File: config.mk
export PLATFORM = sky130hd
export DESIGN_NAME = i2c_req_arbiter_flat
export DESIGN_NICKNAME = d
export VERILOG_FILES = /design/src/rtl/i2c_req_arbiter_pkg.sv /design/src/rtl/i2c_req_arbiter_if.sv /design/src/rtl/i2c_req_arbiter_rr_picker.sv /design/src/rtl/i2c_req_arbiter.sv /design/src/flat_wrapper.sv
export SDC_FILE = /design/constraint.sdc
export NUM_CORES = 1
export LEC_CHECK = 0
export CORE_MARGIN = 2
export CORE_UTILIZATION = 46
export DETAILED_ROUTE_END_ITERATION = 6
export PLACE_DENSITY = 0.91
export SLEW_MARGIN = 20
export SYNTH_ARGS = -nofsm -noshare
export SYNTH_HDL_FRONTEND = slang
export SYNTH_HIERARCHICAL = 1
export SYNTH_SLANG_ARGS = --single-unit
File: constraint.sdc
create_clock -name clk -period 4.3 [get_ports clk]
set_input_delay 0.86 -clock clk [delete_from_list [all_inputs] [get_ports clk]]
set_output_delay 0.86 -clock clk [all_outputs]
set_load 0.02 [all_outputs]
File: src/rtl/i2c_req_arbiter_pkg.sv
`default_nettype none
// +---------------------------------------------------------------------+
// | i2c_arb_pkg : shared types and helpers for the I2C request arbiter  |
// | Revision    : 1.0                                                   |
// +---------------------------------------------------------------------+
package i2c_arb_pkg;

  typedef enum logic [1:0] {
    IDLE    = 2'd0,
    ISSUE   = 2'd1,
    WAIT    = 2'd2,
    RESPOND = 2'd3
  } arb_state_t;

  // Index width for an NREQ-wide requester vector, never narrower than 1 bit.
  function automatic int arb_idxw(input int nreq);
    return (nreq > 1) ? $clog2(nreq) : 1;
  endfunction

endpackage
`default_nettype wire

File: src/rtl/i2c_req_arbiter_if.sv
`default_nettype none
// +---------------------------------------------------------------------+
// | i2c_req_arbiter_if : requester bus plus controller port bundle      |
// | Revision           : 1.0                                            |
// +---------------------------------------------------------------------+
interface i2c_req_arbiter_if #(
  parameter int NREQ      = 4,
  parameter int DATAWIDTH = 8,
  parameter int ADDRWIDTH = 6
);
  logic [NREQ-1:0]           req;
  logic [NREQ-1:0]           req_rw;
  logic [NREQ*ADDRWIDTH-1:0] req_addr;
  logic [NREQ*DATAWIDTH-1:0] req_wdata;
  logic [NREQ-1:0]           gnt;
  logic [NREQ-1:0]           done;
  logic [DATAWIDTH-1:0]      rdata;
  logic                      err;
  logic                      i2c_wr_en;
  logic                      i2c_rd_en;
  logic [ADDRWIDTH-1:0]      i2c_addr;
  logic [DATAWIDTH-1:0]      i2c_wdata;
  logic                      i2c_busy;
  logic                      i2c_done;
  logic                      i2c_nack;
  logic [DATAWIDTH-1:0]      i2c_rdata;

  // Arbiter side
  modport master (
    input  req, req_rw, req_addr, req_wdata, i2c_busy, i2c_done, i2c_nack, i2c_rdata,
    output gnt, done, rdata, err, i2c_wr_en, i2c_rd_en, i2c_addr, i2c_wdata
  );

  // Requesters plus controller side
  modport slave (
    output req, req_rw, req_addr, req_wdata, i2c_busy, i2c_done, i2c_nack, i2c_rdata,
    input  gnt, done, rdata, err, i2c_wr_en, i2c_rd_en, i2c_addr, i2c_wdata
  );
endinterface
`default_nettype wire

File: src/rtl/i2c_req_arbiter_rr_picker.sv
`default_nettype none
// +---------------------------------------------------------------------+
// | rr_picker : combinational round-robin pick, first set bit at/after  |
// |             ptr_i wrapping modulo NREQ  --  Revision 1.0             |
// +---------------------------------------------------------------------+
module rr_picker #(
  parameter int NREQ = 4,
  parameter int IDXW = 2
) (
  input  logic [NREQ-1:0] req_i,
  input  logic [IDXW-1:0] ptr_i,
  output logic            valid_o,
  output logic [IDXW-1:0] idx_o
);

  always_comb begin
    valid_o = |req_i;
    idx_o   = '0;
    // Walk from the farthest offset down so the nearest set request wins.
    for (int k = NREQ - 1; k >= 0; k--) begin
      int j;
      j = int'(ptr_i) + k;
      if (j >= NREQ) j = j - NREQ;
      if (req_i[j]) idx_o = IDXW'(j);
    end
  end

endmodule
`default_nettype wire

File: src/rtl/i2c_req_arbiter.sv
`default_nettype none
// +---------------------------------------------------------------------+
// | i2c_req_arbiter : round-robin sequencer sharing one I2C controller  |
// |                   port among NREQ requesters  --  Revision 1.0      |
// +---------------------------------------------------------------------+
module i2c_req_arbiter
  import i2c_arb_pkg::*;
#(
  parameter int NREQ      = 4,
  parameter int DATAWIDTH = 8,
  parameter int ADDRWIDTH = 6,
  parameter int TIMEOUT   = 1024
) (
  input  logic                   clk,
  input  logic                   reset,
  i2c_req_arbiter_if.master      bus
);

  localparam int IDXW = arb_idxw(NREQ);
  localparam int CW   = $clog2(TIMEOUT);
  localparam logic [CW-1:0] CNT_MAX = CW'(TIMEOUT - 1);

  localparam logic [1:0] S_IDLE    = IDLE;
  localparam logic [1:0] S_ISSUE   = ISSUE;
  localparam logic [1:0] S_WAIT    = WAIT;
  localparam logic [1:0] S_RESPOND = RESPOND;

  logic [1:0]           state_q,  state_d;
  logic [IDXW-1:0]      idx_q,    idx_d;
  logic                 rw_q,     rw_d;
  logic [CW-1:0]        cnt_q,    cnt_d;
  logic [IDXW-1:0]      rr_ptr_q, rr_ptr_d;
  logic [NREQ-1:0]      gnt_q,    gnt_d;
  logic [NREQ-1:0]      done_q,   done_d;
  logic                 err_q,    err_d;
  logic [DATAWIDTH-1:0] rdata_q,  rdata_d;
  logic                 wr_en_q,  wr_en_d;
  logic                 rd_en_q,  rd_en_d;
  logic [ADDRWIDTH-1:0] addr_q,   addr_d;
  logic [DATAWIDTH-1:0] wdata_q,  wdata_d;

  logic                 pick_valid;
  logic [IDXW-1:0]      pick_idx;
  logic [ADDRWIDTH-1:0] sel_addr;
  logic [DATAWIDTH-1:0] sel_wdata;

  rr_picker #(
    .NREQ (NREQ),
    .IDXW (IDXW)
  ) u_picker (
    .req_i   (bus.req),
    .ptr_i   (rr_ptr_q),
    .valid_o (pick_valid),
    .idx_o   (pick_idx)
  );

  always_comb begin
    sel_addr  = '0;
    sel_wdata = '0;
    for (int i = 0; i < NREQ; i++) begin
      if (pick_idx == IDXW'(i)) begin
        sel_addr  = bus.req_addr[i*ADDRWIDTH +: ADDRWIDTH];
        sel_wdata = bus.req_wdata[i*DATAWIDTH +: DATAWIDTH];
      end
    end
  end

  always_comb begin
    state_d  = state_q;
    idx_d    = idx_q;
    rw_d     = rw_q;
    cnt_d    = cnt_q;
    rr_ptr_d = rr_ptr_q;
    gnt_d    = gnt_q;
    done_d   = '0;
    err_d    = 1'b0;
    rdata_d  = '0;
    wr_en_d  = 1'b0;
    rd_en_d  = 1'b0;
    addr_d   = addr_q;
    wdata_d  = wdata_q;
    case (state_q)
      S_IDLE: begin
        if (pick_valid && !bus.i2c_busy) begin
          state_d         = S_ISSUE;
          idx_d           = pick_idx;
          rw_d            = bus.req_rw[pick_idx];
          addr_d          = sel_addr;
          wdata_d         = sel_wdata;
          gnt_d           = '0;
          gnt_d[pick_idx] = 1'b1;
          rd_en_d         = bus.req_rw[pick_idx];
          wr_en_d         = !bus.req_rw[pick_idx];
        end
      end
      S_ISSUE: begin
        state_d = S_WAIT;
        cnt_d   = '0;
      end
      S_WAIT: begin
        // Completion beats timeout when both land on the same cycle.
        if (bus.i2c_done) begin
          state_d        = S_RESPOND;
          done_d[idx_q]  = 1'b1;
          err_d          = bus.i2c_nack;
          rdata_d        = rw_q ? bus.i2c_rdata : '0;
        end else if (cnt_q == CNT_MAX) begin
          state_d        = S_RESPOND;
          done_d[idx_q]  = 1'b1;
          err_d          = 1'b1;
        end else begin
          cnt_d = cnt_q + 1'b1;
        end
      end
      S_RESPOND: begin
        state_d  = S_IDLE;
        gnt_d    = '0;
        rr_ptr_d = (idx_q == IDXW'(NREQ - 1)) ? '0 : idx_q + 1'b1;
      end
      default: begin
        state_d = S_IDLE;
        gnt_d   = '0;
      end
    endcase
  end

  always_ff @(posedge clk or negedge reset) begin
    if (!reset) begin
      state_q  <= S_IDLE;
      idx_q    <= '0;
      rw_q     <= 1'b0;
      cnt_q    <= '0;
      rr_ptr_q <= '0;
      gnt_q    <= '0;
      done_q   <= '0;
      err_q    <= 1'b0;
      rdata_q  <= '0;
      wr_en_q  <= 1'b0;
      rd_en_q  <= 1'b0;
      addr_q   <= '0;
      wdata_q  <= '0;
    end else begin
      state_q  <= state_d;
      idx_q    <= idx_d;
      rw_q     <= rw_d;
      cnt_q    <= cnt_d;
      rr_ptr_q <= rr_ptr_d;
      gnt_q    <= gnt_d;
      done_q   <= done_d;
      err_q    <= err_d;
      rdata_q  <= rdata_d;
      wr_en_q  <= wr_en_d;
      rd_en_q  <= rd_en_d;
      addr_q   <= addr_d;
      wdata_q  <= wdata_d;
    end
  end

  assign bus.gnt       = gnt_q;
  assign bus.done      = done_q;
  assign bus.err       = err_q;
  assign bus.rdata     = rdata_q;
  assign bus.i2c_wr_en = wr_en_q;
  assign bus.i2c_rd_en = rd_en_q;
  assign bus.i2c_addr  = addr_q;
  assign bus.i2c_wdata = wdata_q;

endmodule
`default_nettype wire

File: src/flat_wrapper.sv
// flat-port wrapper written by rule: the top's interface ports become plain ports
module i2c_req_arbiter_flat import i2c_arb_pkg::*;
#(
  parameter int NREQ      = 4,
  parameter int DATAWIDTH = 8,
  parameter int ADDRWIDTH = 6,
  parameter int TIMEOUT   = 1024
)
  (clk, reset, bus_req, bus_req_rw, bus_req_addr, bus_req_wdata, bus_i2c_busy, bus_i2c_done, bus_i2c_nack, bus_i2c_rdata, bus_gnt, bus_done, bus_rdata, bus_err, bus_i2c_wr_en, bus_i2c_rd_en, bus_i2c_addr, bus_i2c_wdata);
  i2c_req_arbiter_if #(.NREQ(NREQ), .DATAWIDTH(DATAWIDTH), .ADDRWIDTH(ADDRWIDTH)) bus_i ();
  input  logic clk;
  input  logic reset;
  input wire logic [$bits(bus_i.req)-1:0] bus_req;
  input wire logic [$bits(bus_i.req_rw)-1:0] bus_req_rw;
  input wire logic [$bits(bus_i.req_addr)-1:0] bus_req_addr;
  input wire logic [$bits(bus_i.req_wdata)-1:0] bus_req_wdata;
  input wire logic [$bits(bus_i.i2c_busy)-1:0] bus_i2c_busy;
  input wire logic [$bits(bus_i.i2c_done)-1:0] bus_i2c_done;
  input wire logic [$bits(bus_i.i2c_nack)-1:0] bus_i2c_nack;
  input wire logic [$bits(bus_i.i2c_rdata)-1:0] bus_i2c_rdata;
  output wire logic [$bits(bus_i.gnt)-1:0] bus_gnt;
  output wire logic [$bits(bus_i.done)-1:0] bus_done;
  output wire logic [$bits(bus_i.rdata)-1:0] bus_rdata;
  output wire logic [$bits(bus_i.err)-1:0] bus_err;
  output wire logic [$bits(bus_i.i2c_wr_en)-1:0] bus_i2c_wr_en;
  output wire logic [$bits(bus_i.i2c_rd_en)-1:0] bus_i2c_rd_en;
  output wire logic [$bits(bus_i.i2c_addr)-1:0] bus_i2c_addr;
  output wire logic [$bits(bus_i.i2c_wdata)-1:0] bus_i2c_wdata;
  assign bus_i.req = bus_req;
  assign bus_i.req_rw = bus_req_rw;
  assign bus_i.req_addr = bus_req_addr;
  assign bus_i.req_wdata = bus_req_wdata;
  assign bus_i.i2c_busy = bus_i2c_busy;
  assign bus_i.i2c_done = bus_i2c_done;
  assign bus_i.i2c_nack = bus_i2c_nack;
  assign bus_i.i2c_rdata = bus_i2c_rdata;
  assign bus_gnt = bus_i.gnt;
  assign bus_done = bus_i.done;
  assign bus_rdata = bus_i.rdata;
  assign bus_err = bus_i.err;
  assign bus_i2c_wr_en = bus_i.i2c_wr_en;
  assign bus_i2c_rd_en = bus_i.i2c_rd_en;
  assign bus_i2c_addr = bus_i.i2c_addr;
  assign bus_i2c_wdata = bus_i.i2c_wdata;
  i2c_req_arbiter #(.NREQ(NREQ), .DATAWIDTH(DATAWIDTH), .ADDRWIDTH(ADDRWIDTH), .TIMEOUT(TIMEOUT)) u_core (.clk(clk), .reset(reset), .bus(bus_i));
endmodule
# ---- Word-level counts from Yosys, hierarchy flattened
# Index checks and enable logic that the tools add are counted.
dict set report word_totals {
  reg_bits 50
  latch_bits 0
  mem_bits_rw 0
  romBits 0
  inputBits 77
  word_cells 117
  n_memories 0
}
dict set report op_classes {
  addsub 9
  multipliers 0
  div 0
  magnitude_cmp 12
  eq_ne 12
  n_shift 0
  muxes 57
  bitwise_logic 0
  reduce_logical 14
}
# operator n
set op_table {}
lappend op_table {{$lt 32x4->1 const B} 4}
lappend op_table {{$mux 32} 4}
lappend op_table {{$mux 8} 7}
lappend op_table {{$mux 6} 4}
lappend op_table {{$mux 10} 2}
lappend op_table {{$pmux 10 s2} 1}
lappend op_table {{$mux 1} 18}
lappend op_table {{$mux 2} 8}
lappend op_table {{$mux 4} 4}
lappend op_table {{$sub 3x3->4 const B} 3}
lappend op_table {{$add 10x1->10 const B} 1}
lappend op_table {{$bmux 1 s2} 5}
lappend op_table {{$eq 10x10->1 const B} 1}
lappend op_table {{$eq 2x2->1 const B} 5}
lappend op_table {{$ge 3x3->1 const B} 3}
lappend op_table {{$pmux 2 s4} 1}
lappend op_table {{$pmux 4 s2} 1}
lappend op_table {{$add 2x2->3 const B} 2}
lappend op_table {{$lt 2x3->1 const B} 2}
lappend op_table {{$reduce_and 2->1} 3}
lappend op_table {{$demux 1 s2} 2}
lappend op_table {{$eq 2x1->1 const B} 2}
lappend op_table {{$ge 2x1->1 const B} 2}
lappend op_table {{$logic_not 2->1} 2}
lappend op_table {{12 further kinds} 17}

# ---- Depth between registers and ports, before layout
dict set report depth {
  depth_word 16
  mapped_depth 8
  depth_no_buf 7
}

# ---- Cells and area by module
# Netlist, hierarchy kept.
# module instances cells_each area_each_um2
set by_module_without_submodules {}
lappend by_module_without_submodules {i2c_req_arbiter 1 192 2524.9}
lappend by_module_without_submodules {rr_picker 1 13 77.6}

# ---- Worst setup path before layout
# Ideal clock, no wire load.
dict set report synth_path {
  path_type {in2reg}
  from {in bus_req[3]}
  to {reg u_core.rw_q}
  setup_time_ps 118
  arrival_ps 2254
  slack_ps 1927
  path_stages 7
  path_buffers 1
  cell_sequence {mux2i_1 -> a211oi_2 -> buf_2 -> mux4_2 -> inv_1 -> nor2_1 -> a21o_1}
}
dict set report synth_via {
  elab_chain_cells 9
  elab_cells_between_ends 21
  cone_classes {mux (18); reduce/logical (3)}
}
# element line_no
set synth_rtl {}
lappend synth_rtl {{from (decl)} flat_wrapper.sv:13} ;# input wire logic [$bits(bus_i.req)-1:0] bus_req;
lappend synth_rtl {{$bmux 1 s2} i2c_req_arbiter_rr_picker.sv:24} ;# if (req_i[j]) idx_o = IDXW'(j);
lappend synth_rtl {{$mux 1 (not written as such) (2 in a row)} i2c_req_arbiter_rr_picker.sv:24}
lappend synth_rtl {{$mux 2 (3 in a row)} i2c_req_arbiter_rr_picker.sv:24}
lappend synth_rtl {{$mux 2 (*)} i2c_req_arbiter_rr_picker.sv:24}
lappend synth_rtl {{named net u_core.pick_idx[0]} i2c_req_arbiter.sv:43} ;# logic [IDXW-1:0] pick_idx;
lappend synth_rtl {{$bmux 1 s2 (*)} i2c_req_arbiter.sv:87} ;# rw_d = bus.req_rw[pick_idx];
lappend synth_rtl {{$mux 1 (not written as such) (*)} i2c_req_arbiter.sv:87}
lappend synth_rtl {{to (signal assigned)} i2c_req_arbiter.sv:145} ;# rw_q <= rw_d;
lappend synth_rtl {{to (decl)} i2c_req_arbiter.sv:30} ;# logic rw_q, rw_d;
# The timed path passes the listed nets; every way through them passes the cells marked *. The select of a mux whose other input is x is not followed.
# A chain may end at the register's enable or synchronous reset.

# ---- Worst setup path in the final report
dict set report layout_path {
  from {in bus_req[1]}
  to {reg u_core.rw_q}
}
# The elaborated chain is that of the path after synthesis.

==> impl_metrics.toml <==
[outcome]
outcome = "completed"

[clocking]
clkSinkCount = 50
numCtsBuffers = 5
cts_resized = 0
clock_latency_ns = 0.31
post_cts_buffers = 0
path_clk_slew_ns = 0.10
hold_buffers = 0
cts.path.max_buffers = 2
cts_tree = "yes"
htreeDepth = 2
root_buffer = "clkbuf_8"

[die]
design.core.area_mm2 = 0.00547
dieArea_mm2 = 0.00628
start_util_pct = 47.6
fp-row-count = 27
dieWidth_um = 79.2
die-height_um = 79.2
ios = 110

[placement]
post-dp-hpwl_mm = 4.51
place_congestion = 0.797
io_buffers = 109

[layout]
drive_gt1_share_pct = 17.9
fin_nets = 405
multiInputGateArea_mm2 = 0.00129
fillers = 408
syn_to_final_growth_pct = 49.1
regArea_mm2 = 0.00125
postLayoutCoreUtil_pct = 70.9
antenna_cells = 0

[routing]
vias = 2069
drtIter0Drc = 97
drt.antenna.violating_nets = 0
first_pass_iters = 4
routed_wl_mm = 5.72
avgRoutedWirePerCell_um = 14.6
vias_per_cell = 5.29
drc = 0

[setup_path]
crit_path_max_fanout = 7
cp_data_required_time_ns = 4.51
r2r-end = "u_core/rw_q"
cp-end-kind = "register"
criticalPathCategory = "in2reg"
reg2reg_from = "u_core/rr_ptr_q[1]"
arrival_ns = 3.00
rrSetupSlack_ns = 2.06
r2r_cells = 8
start_kind = "primary input"

[power]
vdd_drop_max_mv = 0.316
cellLeakagePower_uw = 0.00166
power_density_mw_per_mm2 = 528

[hold_path]
hold_depth = 1
worst_hold_path_type = "reg2reg"
whs_endpoint = "u_core/cnt_q[9]"
hold_start = "u_core/cnt_q[9]"

[timing]
worst_pin_slew_ns = 0.955
post-route-period-util_pct = 64.8
finalMaxSlewViolations = 0
final.setup_skew_ns = 0.00523
fmax_mhz = 359
setup_violations = 0
finalSetupTns_ns = 0
timing.slew.headroom_pct = 36.1
rsz0062_at_grt = "no"
period_minus_slack_ns = 2.79
finalHoldViolCount = 0

[grt]
antenna_found_initial = 0
grtUsageTotal_pct = 20.3
grt_pass1_wl_mm = 9.85
overflow = 0
grt_max_degree = 51
grt_pass1_vias = 2184

[logic_synthesis]
ys_seq_area_share_pct = 48.1
synth_top_cell_by_area = "dfrtp_1"
syn_avg_cell_area_um2 = 12.7
yosys_warnings = 6
synth_ff_type = "dfrtp_1"
synth_top_cell_area_share_pct = 48.1
synth_commonest_cells = "dfrtp_1 (50), mux2_2 (20), mux4_2 (15)"
yosysMostFrequentCell = "dfrtp_1"
synth-edff-count = 0
async_flop_share_pct = 100
synth_area_leaders = "dfrtp_1 (48%), mux4_2 (13%), mux2_2 (8.7%)"
synth-seq-cells = 50
synth.distinct_cells = 44
synth.net_count = 292
netlist_area_mm2 = 0.00260
synthCells = 205

[run]
max_cap_violations = 0
-- logic make-up after synthesis --
group	synth area share, %
adders and majority gates	4.81
buffers and inverters	2.55
DFF	48.1
and+or+nand+nor	13.4
AOI/OAI and AO/OA	8.80
muxes	22.4
-- layer usage --
metal  wire length [um]  part of all wire (%)  global-route usage, %  up-vias
met1               2210                    39                   23.5      995
met5                  0                     0                      0        -
met2               2930                    51                   34.4       84
met3                463                   8.1                   7.05       13
met4                114                   2.0                   7.93        0
li1                   -                     -                      -      977
-- sequential cells by signal (all words and copies together) (netlist names) --
| register | cells |
|---|---|
| u_core/rw_q | 1 |
| u_core/bus.rdata | 8 |
| u_core/state_q | 2 |
| u_core/bus.i2c_wr_en | 1 |
| u_core/bus.i2c_wdata | 8 |
| u_core/bus.done | 4 |
| u_core/cnt_q | 10 |
| u_core/bus.err | 1 |
| u_core/idx_q | 2 |
| u_core/bus.gnt | 4 |
| u_core/bus.i2c_addr | 6 |
| u_core/bus.i2c_rd_en | 1 |
| u_core/rr_ptr_q | 2 |
-- worst max-delay path by stage --
stage | from | to
after floorplan | bus_req[3] | u_core/rw_q
after global placement | bus_req[3] | u_core/rw_q
after detailed placement | bus_req[1] | u_core/rw_q
after CTS | bus_req[1] | u_core/rw_q
after global routing | bus_req[1] | u_core/rw_q
final | bus_req[1] | u_core/rw_q
-- layout by cell type (no fill, tap or decap), types with 3 or more instances in the layout --
master	n
mux2_2	20
clkdlybuf4s50_1	108
clkbuf_8	5
ha_1	10
nand2_1	14
nand2b_1	4
a31oi_1	4
o21ai_0	3
dfrtp_1	50
nor2_1	12
nand3_1	7
mux4_2	15
buf_4	5
and2_1	12
inv_1	8
-- power by group --
group	switching [uW]	internal (uW)	total, uW
sequential	110	615	725
clock	170	122	292
combinational	466	564	1030
-- cell type report --
| type | instances | share of cell area (%) |
|---|---|---|
| Timing Repair Buffer | 113 | 28.8 |
| Inverter | 8 | 0.774 |
| Clock inverter | 3 | 0.742 |
| Tap cell | 72 | 2.32 |
| Sequential cell | 50 | 32.2 |
| Clock buffer | 5 | 1.77 |
| Multi-Input combinational cell | 140 | 33.3 |
-- critical path, stage by stage --
cell	delay [ns]
clkdlybuf4s50_1	0.46
nor3b_1	0.32
a211oi_1	0.11
nor2_1	0.36
buf_4	0.25
mux4_2	0.32
inv_1	0.07
nor2_1	0.05
a21o_1	0.20
-- through the flow --
stage / cell area (um2) / power (uW) / hold WS [ns] / instances / setup slack, ns
final: 3880 / 2050 / 0.494 / 391 / 1.51
after global routing: 3880 / 2190 / 0.520 / 391 / 1.43
after CTS: 3880 / 2070 / 0.491 / 391 / 1.59
after detailed placement: 3780 / 1770 / 0.477 / 383 / 1.24
after global placement: 3780 / 1740 / 0.466 / 383 / 1.36
after floorplan: 2600 / 1350 / 0.442 / 205 / 1.93
Power figures use the tool's default switching activity.
